==> src/rtl/pack.sv <==
// Shared writeback payload type and default sizing constants for the writeback arbiter.
package pack;
  localparam int unsigned NUM_CH_DEF = 3;
  localparam int unsigned DEPTH_DEF  = 2;
  localparam int unsigned XLEN_DEF   = 32;
  localparam int unsigned REG_AW     = 5;

  typedef struct packed {
    logic [REG_AW-1:0]   destinationRegister;
    logic [XLEN_DEF-1:0] data;
    logic                writebackEnable;
    logic                illegal;
  } wbPayload;
endpackage

==> src/rtl/wb_fifo.sv <==
// Per-channel result queue; exposes every slot plus its occupancy so the
// top can track registers with pending writes.
module wb_fifo
  import pack::*;
#(
  parameter int unsigned DEPTH = DEPTH_DEF
) (
  input  logic                 clock,
  input  logic                 reset,
  input  logic                 flush,
  input  logic                 push,
  input  wbPayload             din,
  input  logic                 pop,
  output logic                 full,
  output logic                 empty,
  output wbPayload             head,
  output wbPayload [DEPTH-1:0] contents,
  output logic [DEPTH-1:0]     occupied
);
  localparam int unsigned AW = $clog2(DEPTH);

  logic [AW-1:0]        wr_ptr;
  logic [AW-1:0]        rd_ptr;
  logic [DEPTH-1:0]     valid_q;
  wbPayload [DEPTH-1:0] mem;
  logic                 do_push;
  logic                 do_pop;

  // A slot-valid bit per entry: write slot taken means full, read slot free means empty.
  assign full     = valid_q[wr_ptr];
  assign empty    = !valid_q[rd_ptr];
  assign do_push  = push && !full && !flush;
  assign do_pop   = pop && !empty && !flush;
  assign head     = mem[rd_ptr];
  assign contents = mem;
  assign occupied = valid_q;

  always_ff @(posedge clock or negedge reset) begin
    if (!reset) begin
      wr_ptr  <= '0;
      rd_ptr  <= '0;
      valid_q <= '0;
    end else if (flush) begin
      wr_ptr  <= '0;
      rd_ptr  <= '0;
      valid_q <= '0;
    end else begin
      if (do_push) begin
        wr_ptr          <= wr_ptr + AW'(1);
        valid_q[wr_ptr] <= 1'b1;
      end
      if (do_pop) begin
        rd_ptr          <= rd_ptr + AW'(1);
        valid_q[rd_ptr] <= 1'b0;
      end
    end
  end

  // Payload storage; slots are only observed while their valid bit is set.
  always_ff @(posedge clock) begin
    if (do_push) begin
      mem[wr_ptr] <= din;
    end
  end
endmodule

==> src/rtl/writeback_arbiter.sv <==
// Round-robin writeback arbiter: per-channel result queues drained one entry
// per cycle into the register file, with trap, pending-write and retire tracking.
module writeback_arbiter
  import pack::*;
#(
  parameter int unsigned NUM_CH = NUM_CH_DEF,
  parameter int unsigned DEPTH  = DEPTH_DEF,
  parameter int unsigned XLEN   = XLEN_DEF
) (
  input  logic                  clock,
  input  logic                  reset,
  input  logic                  flush,
  input  logic [NUM_CH-1:0]     chValid,
  input  wbPayload [NUM_CH-1:0] chPayload,
  output logic [NUM_CH-1:0]     chReady,
  output logic                  destinationEnable,
  output logic [4:0]            writeAddress,
  output logic [XLEN-1:0]       writeData,
  output logic                  trapValid,
  output logic [31:0]           pendingMask,
  output logic [63:0]           retireCount
);
  localparam int unsigned PW = $clog2(NUM_CH);

  logic [NUM_CH-1:0]                full;
  logic [NUM_CH-1:0]                empty;
  logic [NUM_CH-1:0]                pop;
  wbPayload [NUM_CH-1:0]            head;
  wbPayload [NUM_CH-1:0][DEPTH-1:0] contents;
  logic [NUM_CH-1:0][DEPTH-1:0]     occupied;
  logic [PW-1:0]                    rr_ptr;
  logic [PW-1:0]                    grant_idx;
  logic [PW-1:0]                    scan_idx;
  logic                             grant_valid;
  wbPayload                         grant_head;

  // Ready is withheld during reset and flush so nothing is enqueued then.
  assign chReady = ~full & {NUM_CH{!flush && reset}};

  for (genvar i = 0; i < NUM_CH; i++) begin : g_ch
    wb_fifo #(.DEPTH(DEPTH)) u_fifo (
      .clock    (clock),
      .reset    (reset),
      .flush    (flush),
      .push     (chValid[i] && chReady[i]),
      .din      (chPayload[i]),
      .pop      (pop[i]),
      .full     (full[i]),
      .empty    (empty[i]),
      .head     (head[i]),
      .contents (contents[i]),
      .occupied (occupied[i])
    );
  end

  // First non-empty channel at or after rr_ptr, wrapping.
  always_comb begin
    grant_valid = 1'b0;
    grant_idx   = '0;
    scan_idx    = '0;
    for (int unsigned k = 0; k < NUM_CH; k++) begin
      scan_idx = PW'((32'(rr_ptr) + k) % NUM_CH);
      if (!grant_valid && !empty[scan_idx] && !flush) begin
        grant_valid = 1'b1;
        grant_idx   = scan_idx;
      end
    end
  end

  always_comb begin
    pop = '0;
    if (grant_valid) begin
      pop[grant_idx] = 1'b1;
    end
  end

  assign grant_head   = head[grant_idx];
  assign writeAddress = grant_valid ? grant_head.destinationRegister : '0;
  assign writeData    = grant_valid ? XLEN'(grant_head.data) : '0;
  assign trapValid    = grant_valid && grant_head.illegal;
  assign destinationEnable = grant_valid && grant_head.writebackEnable &&
                             !grant_head.illegal &&
                             (grant_head.destinationRegister != '0);

  always_ff @(posedge clock or negedge reset) begin
    if (!reset) begin
      rr_ptr      <= '0;
      retireCount <= '0;
    end else if (flush) begin
      rr_ptr <= '0;
    end else if (grant_valid) begin
      rr_ptr <= (grant_idx == PW'(NUM_CH - 1)) ? '0 : grant_idx + PW'(1);
      if (!grant_head.illegal) begin
        retireCount <= retireCount + 64'd1;
      end
    end
  end

  // Any occupied slot holding a legal enabled write marks its register; x0 never pends.
  always_comb begin
    pendingMask = '0;
    for (int unsigned c = 0; c < NUM_CH; c++) begin
      for (int unsigned s = 0; s < DEPTH; s++) begin
        if (occupied[c][s] && contents[c][s].writebackEnable && !contents[c][s].illegal) begin
          pendingMask[contents[c][s].destinationRegister] = 1'b1;
        end
      end
    end
    pendingMask[0] = 1'b0;
  end
endmodule

==> config.mk <==
export PLATFORM = sky130hd
export DESIGN_NAME = writeback_arbiter
export DESIGN_NICKNAME = d
export VERILOG_FILES = /design/src/rtl/pack.sv /design/src/rtl/wb_fifo.sv /design/src/rtl/writeback_arbiter.sv
export SDC_FILE = /design/constraint.sdc
export NUM_CORES = 1
export LEC_CHECK = 0
export ABC_CLOCK_PERIOD_IN_PS = 9700
export BUFFER_PORTS_ARGS = -buffer_cell sky130_fd_sc_hd__buf_4
export CAP_MARGIN = 5
export CORE_ASPECT_RATIO = 1.4
export CORE_MARGIN = 2
export CORE_UTILIZATION = 32
export CTS_BUF_LIST = sky130_fd_sc_hd__clkbuf_8
export DETAILED_ROUTE_END_ITERATION = 10
export GPL_TIMING_DRIVEN = 0
export SLEW_MARGIN = 15
export SYNTH_ARGS = -nofsm -noshare
export SYNTH_HDL_FRONTEND = slang
export SYNTH_SLANG_ARGS = --single-unit
==> constraint.sdc <==
create_clock -name clock -period 9.7 [get_ports clock]
set_clock_uncertainty 0.2 [all_clocks]
set_input_delay 0.485 -clock clock [delete_from_list [all_inputs] [get_ports clock]]
set_output_delay 0.485 -clock clock [all_outputs]
set_load 0.05 [all_outputs]
==> summary.txt <==
CP peak stage delay: 0.64 ns
Final Setup Violations: 0
f_max: 0.199 GHz
GP Congestion: 0.901
min Tclk post-route: 5.03 ns
Synth Area per Inst: 11.9 µm²
initial antenna violation count: 2
worst path buffer plus inverter count: 6
via count: 12200
# DRC: 0
sequential share of the synthesized area: 59.8%
Worst Max-Slew Pin Slew: 1.02 ns
worst vdd ir: 0.163 mV
share of post-route cells with drive strength above 1: 25.2%
Hold Path Class: input pin to flop
PortBufs: 258
WL met3: 3070 µm
uppermost layer routed: met4
cts bufs inserted: 51
Cells after DPL: 2142
RSZ-0062 raised after global routing: no
final hold vios: 0
Post-synth top cells: edfxtp_1, nand2_1, nor2_1
Yosys cell types: 62
Layout area overhead: 33.8%
Crit path max-delay family: buffers and inverters
die span in x: 187 µm
post-DR vias/cell: 5.17
Tcrit/Tclk final: 51.8%
total grt overflow: 0
CTS root buffer: clkbuf_8
post-route setup TNS: 0 ns
Synth Cell Area: 0.0150 mm²
Die Ht: 260 µm
Max-slew headroom: 32.1%
NumNets Final: 1825
Max Root-Sink Buffers: 3
Worst setup SP type: flop
CTS tree: done
dominant cell by count in the synthesized netlist: edfxtp_1
H-tree Lvls: 2
core area: 0.0462 mm²
drt wl/cell: 21.5 µm
fin cells: 2355
row cnt: 93
filler cell count: 4356
PostCTS Resize Cnt: 0
Int Power: 0.00263 W
DRT met1 WL: 18900 µm
Crit Path Category: flop to primary output
number of DRC markers in iteration 0: 714
max-slew violation count: 0
cell mode on critical path: clkbuf_1
outcome: complete, no violations
antenna viol nets, final: 0
post-synth top area share: 46.8%
Max Cap Viol: 0
Syn Inst Count: 1260
largest net degree at the start of global routing: 80
Setup crit end kind: primary output
Sink Count: 312
vias in the first global route: 12600
die area: 0.0487 mm²
crit-path cells: inv_1 > ha_1 > clkbuf_1 > nor2_1 > a22o_1 > o22ai_1 > and2_1 > buf_2 > clkbuf_1 > clkbuf_1 > a32oi_1 > nor2_1 > buf_4
area leader, netlist: edfxtp_1
clock network power share: 25.5%
first-pass GRT wire length: 75000 µm
dominant cells by area after synthesis: edfxtp_1, dfrtp_1, mux2i_1, nand2_1, xor2_1
top_reg_cell synth: edfxtp_1
Sw Share: 41.0%
P_sw: 0.00183 W
asr flop ratio synth: 25.0%
P_leak: 7.68 nW
met2 WL post-DR: 26200 µm
Hold Buf Count CTS: 120
GRT Total Usage: 20.3%
syn_nets: 1387
top-level I/O count: 261
total wire length: 50700 µm
Flop pwr share: 33.8%
clk_lat worst skew: 0.61 ns
Pre-antenna DRT Iters: 6
Worst Path Arrival: 4.34 ns
combinational group share of total power: 40.7%
pwr dens: 222 mW/mm²
Critical Path RT: 9.02 ns
Synth Register Bits: 312
post-CTS setup buffer count: 0
Critical-path top delay cell: clkbuf_1
Initial Util: 32.5%
Ys Warns: 0
Post-synth EDFFs: 234
HPWL Detailed: 34800 µm
critical path peak fanout: 10
clock slew at reported path FFs: 0.06 ns
-- logic make-up after synthesis --
family / after synthesis / synth area share, %
simple gates: 480 / 16.3
fa+ha+maj: 4 / 0.333
flops: 312 / 59.8
mux: 123 / 8.63
xor+xnor: 65 / 3.79
other cells: 1 / 0.0250
buf+inv: 95 / 2.59
compound gates: 180 / 8.57
-- sequential cells by signal (all words and copies together) (netlist names) --
register,count
g_ch.u_fifo.contents,234
retireCount,64
g_ch.u_fifo.occupied,6
g_ch.u_fifo.rd_ptr,3
g_ch.u_fifo.wr_ptr,3
rr_ptr,2
-- final timing paths --
check,start,to,slack (ns),depth (start not counted)
setup / recovery,rr_ptr[0]$_DFFE_PN0P_,writeData[28],4.67,13
max in group asynchronous,reset,retireCount[45]$_DFFE_PN0P_,8.24,2
min in group asynchronous,reset,retireCount[22]$_DFFE_PN0P_,0.42,2
hold / removal,chValid[2],g_ch[2].u_fifo.wr_ptr$_DFFE_PN0P_,0.10,4
setup reg to reg,rr_ptr[0]$_DFFE_PN0P_,g_ch[0].u_fifo.occupied[0]$_DFF_PN0_,6.35,12
hold reg to reg,retireCount[63]$_DFFE_PN0P_,retireCount[63]$_DFFE_PN0P_,0.27,1
-- placed cells by master (no fill, tap or decap), types with 6 or more instances in the layout --
| master | netlist | layout |
|---|---|---|
| a211oi_1 | 7 | 7 |
| a21oi_1 | 16 | 16 |
| a32oi_1 | 35 | 35 |
| and2_1 | 7 | 7 |
| and3_1 | 17 | 15 |
| buf_1 | 8 | 8 |
| buf_2 | 11 | 11 |
| buf_4 | 1 | 260 |
| clkbuf_1 | 52 | 52 |
| clkbuf_8 | 0 | 51 |
| clkinv_1 | 1 | 14 |
| clkinv_2 | 0 | 7 |
| dfrtp_1 | 78 | 78 |
| dlygate4sd3_1 | 0 | 120 |
| edfxtp_1 | 234 | 234 |
| inv_1 | 20 | 29 |
| mux2_2 | 44 | 44 |
| mux2i_1 | 77 | 77 |
| nand2_1 | 154 | 154 |
| nand2b_1 | 6 | 6 |
| nand3_1 | 38 | 38 |
| nand3b_1 | 19 | 19 |
| nand4_1 | 12 | 12 |
| nor2_1 | 101 | 100 |
| nor3_1 | 35 | 35 |
| nor3_2 | 10 | 10 |
| nor4_1 | 19 | 19 |
| nor4_2 | 10 | 10 |
| o211ai_1 | 13 | 13 |
| o21ai_0 | 17 | 17 |
| o221ai_1 | 10 | 10 |
| o22ai_1 | 58 | 58 |
| or2_2 | 7 | 7 |
| or3_1 | 17 | 17 |
| or3b_2 | 7 | 7 |
| xnor2_1 | 8 | 8 |
| xor2_1 | 57 | 57 |
-- power groups by stage --
| stage | registers, W | logic, W | clock network (W) |
|---|---|---|---|
| 2_1_floorplan | 0.00156 | 0.00113 | 0 |
| 3_3_place_gp | 0.00154 | 0.00177 | 0 |
| 3_5_place_dp | 0.00154 | 0.00178 | 0 |
| 4_1_cts | 0.00151 | 0.00182 | 0.00117 |
| 5_1_grt | 0.00151 | 0.00193 | 0.00123 |
| 6_report | 0.00151 | 0.00182 | 0.00114 |
-- through the flow --
stage	setup WS [ns]	hold WS [ns]	total power (W)	cell area, µm²	utilization (%)
after floorplan	4.96	-0.0106	0.00269	15000	-
after global placement	3.40	0.262	0.00330	17700	38.4
after detailed placement	5.20	0.268	0.00331	17900	38.8
after CTS	4.60	0.0475	0.00450	20100	43.5
after global routing	4.40	0.117	0.00467	20100	43.5
final	4.67	0.103	0.00447	20100	43.5
-- routing by layer --
| layer | vias to the layer above | global-route usage (%) |
|---|---|---|
| li1 | 5630 | - |
| met1 | 5937 | 22.3 |
| met2 | 463 | 37.2 |
| met3 | 141 | 3.68 |
| met4 | 0 | 10.7 |
| met5 | - | 0 |
-- layout make-up --
class | count | area, µm² | share of cell area (%)
buffer | 74 | 310 | 1.54
sequential | 312 | 8980 | 44.7
inverter | 21 | 78.8 | 0.392
tap | 617 | 772 | 3.84
multi-input combinational | 853 | 5670 | 28.2
clock inverter | 40 | 288 | 1.43
antenna | 2 | 5.00 | 0.0249
clock buffer | 51 | 702 | 3.49
timing repair buffer | 385 | 3290 | 16.4
-- worst min-delay path, stage by stage --
cell     delay, ns
buf_4         0.09
nand2_1       0.09
xor2_1        0.14
nor2_1        0.05
Note: power is estimated with default switching activity, not from simulation.
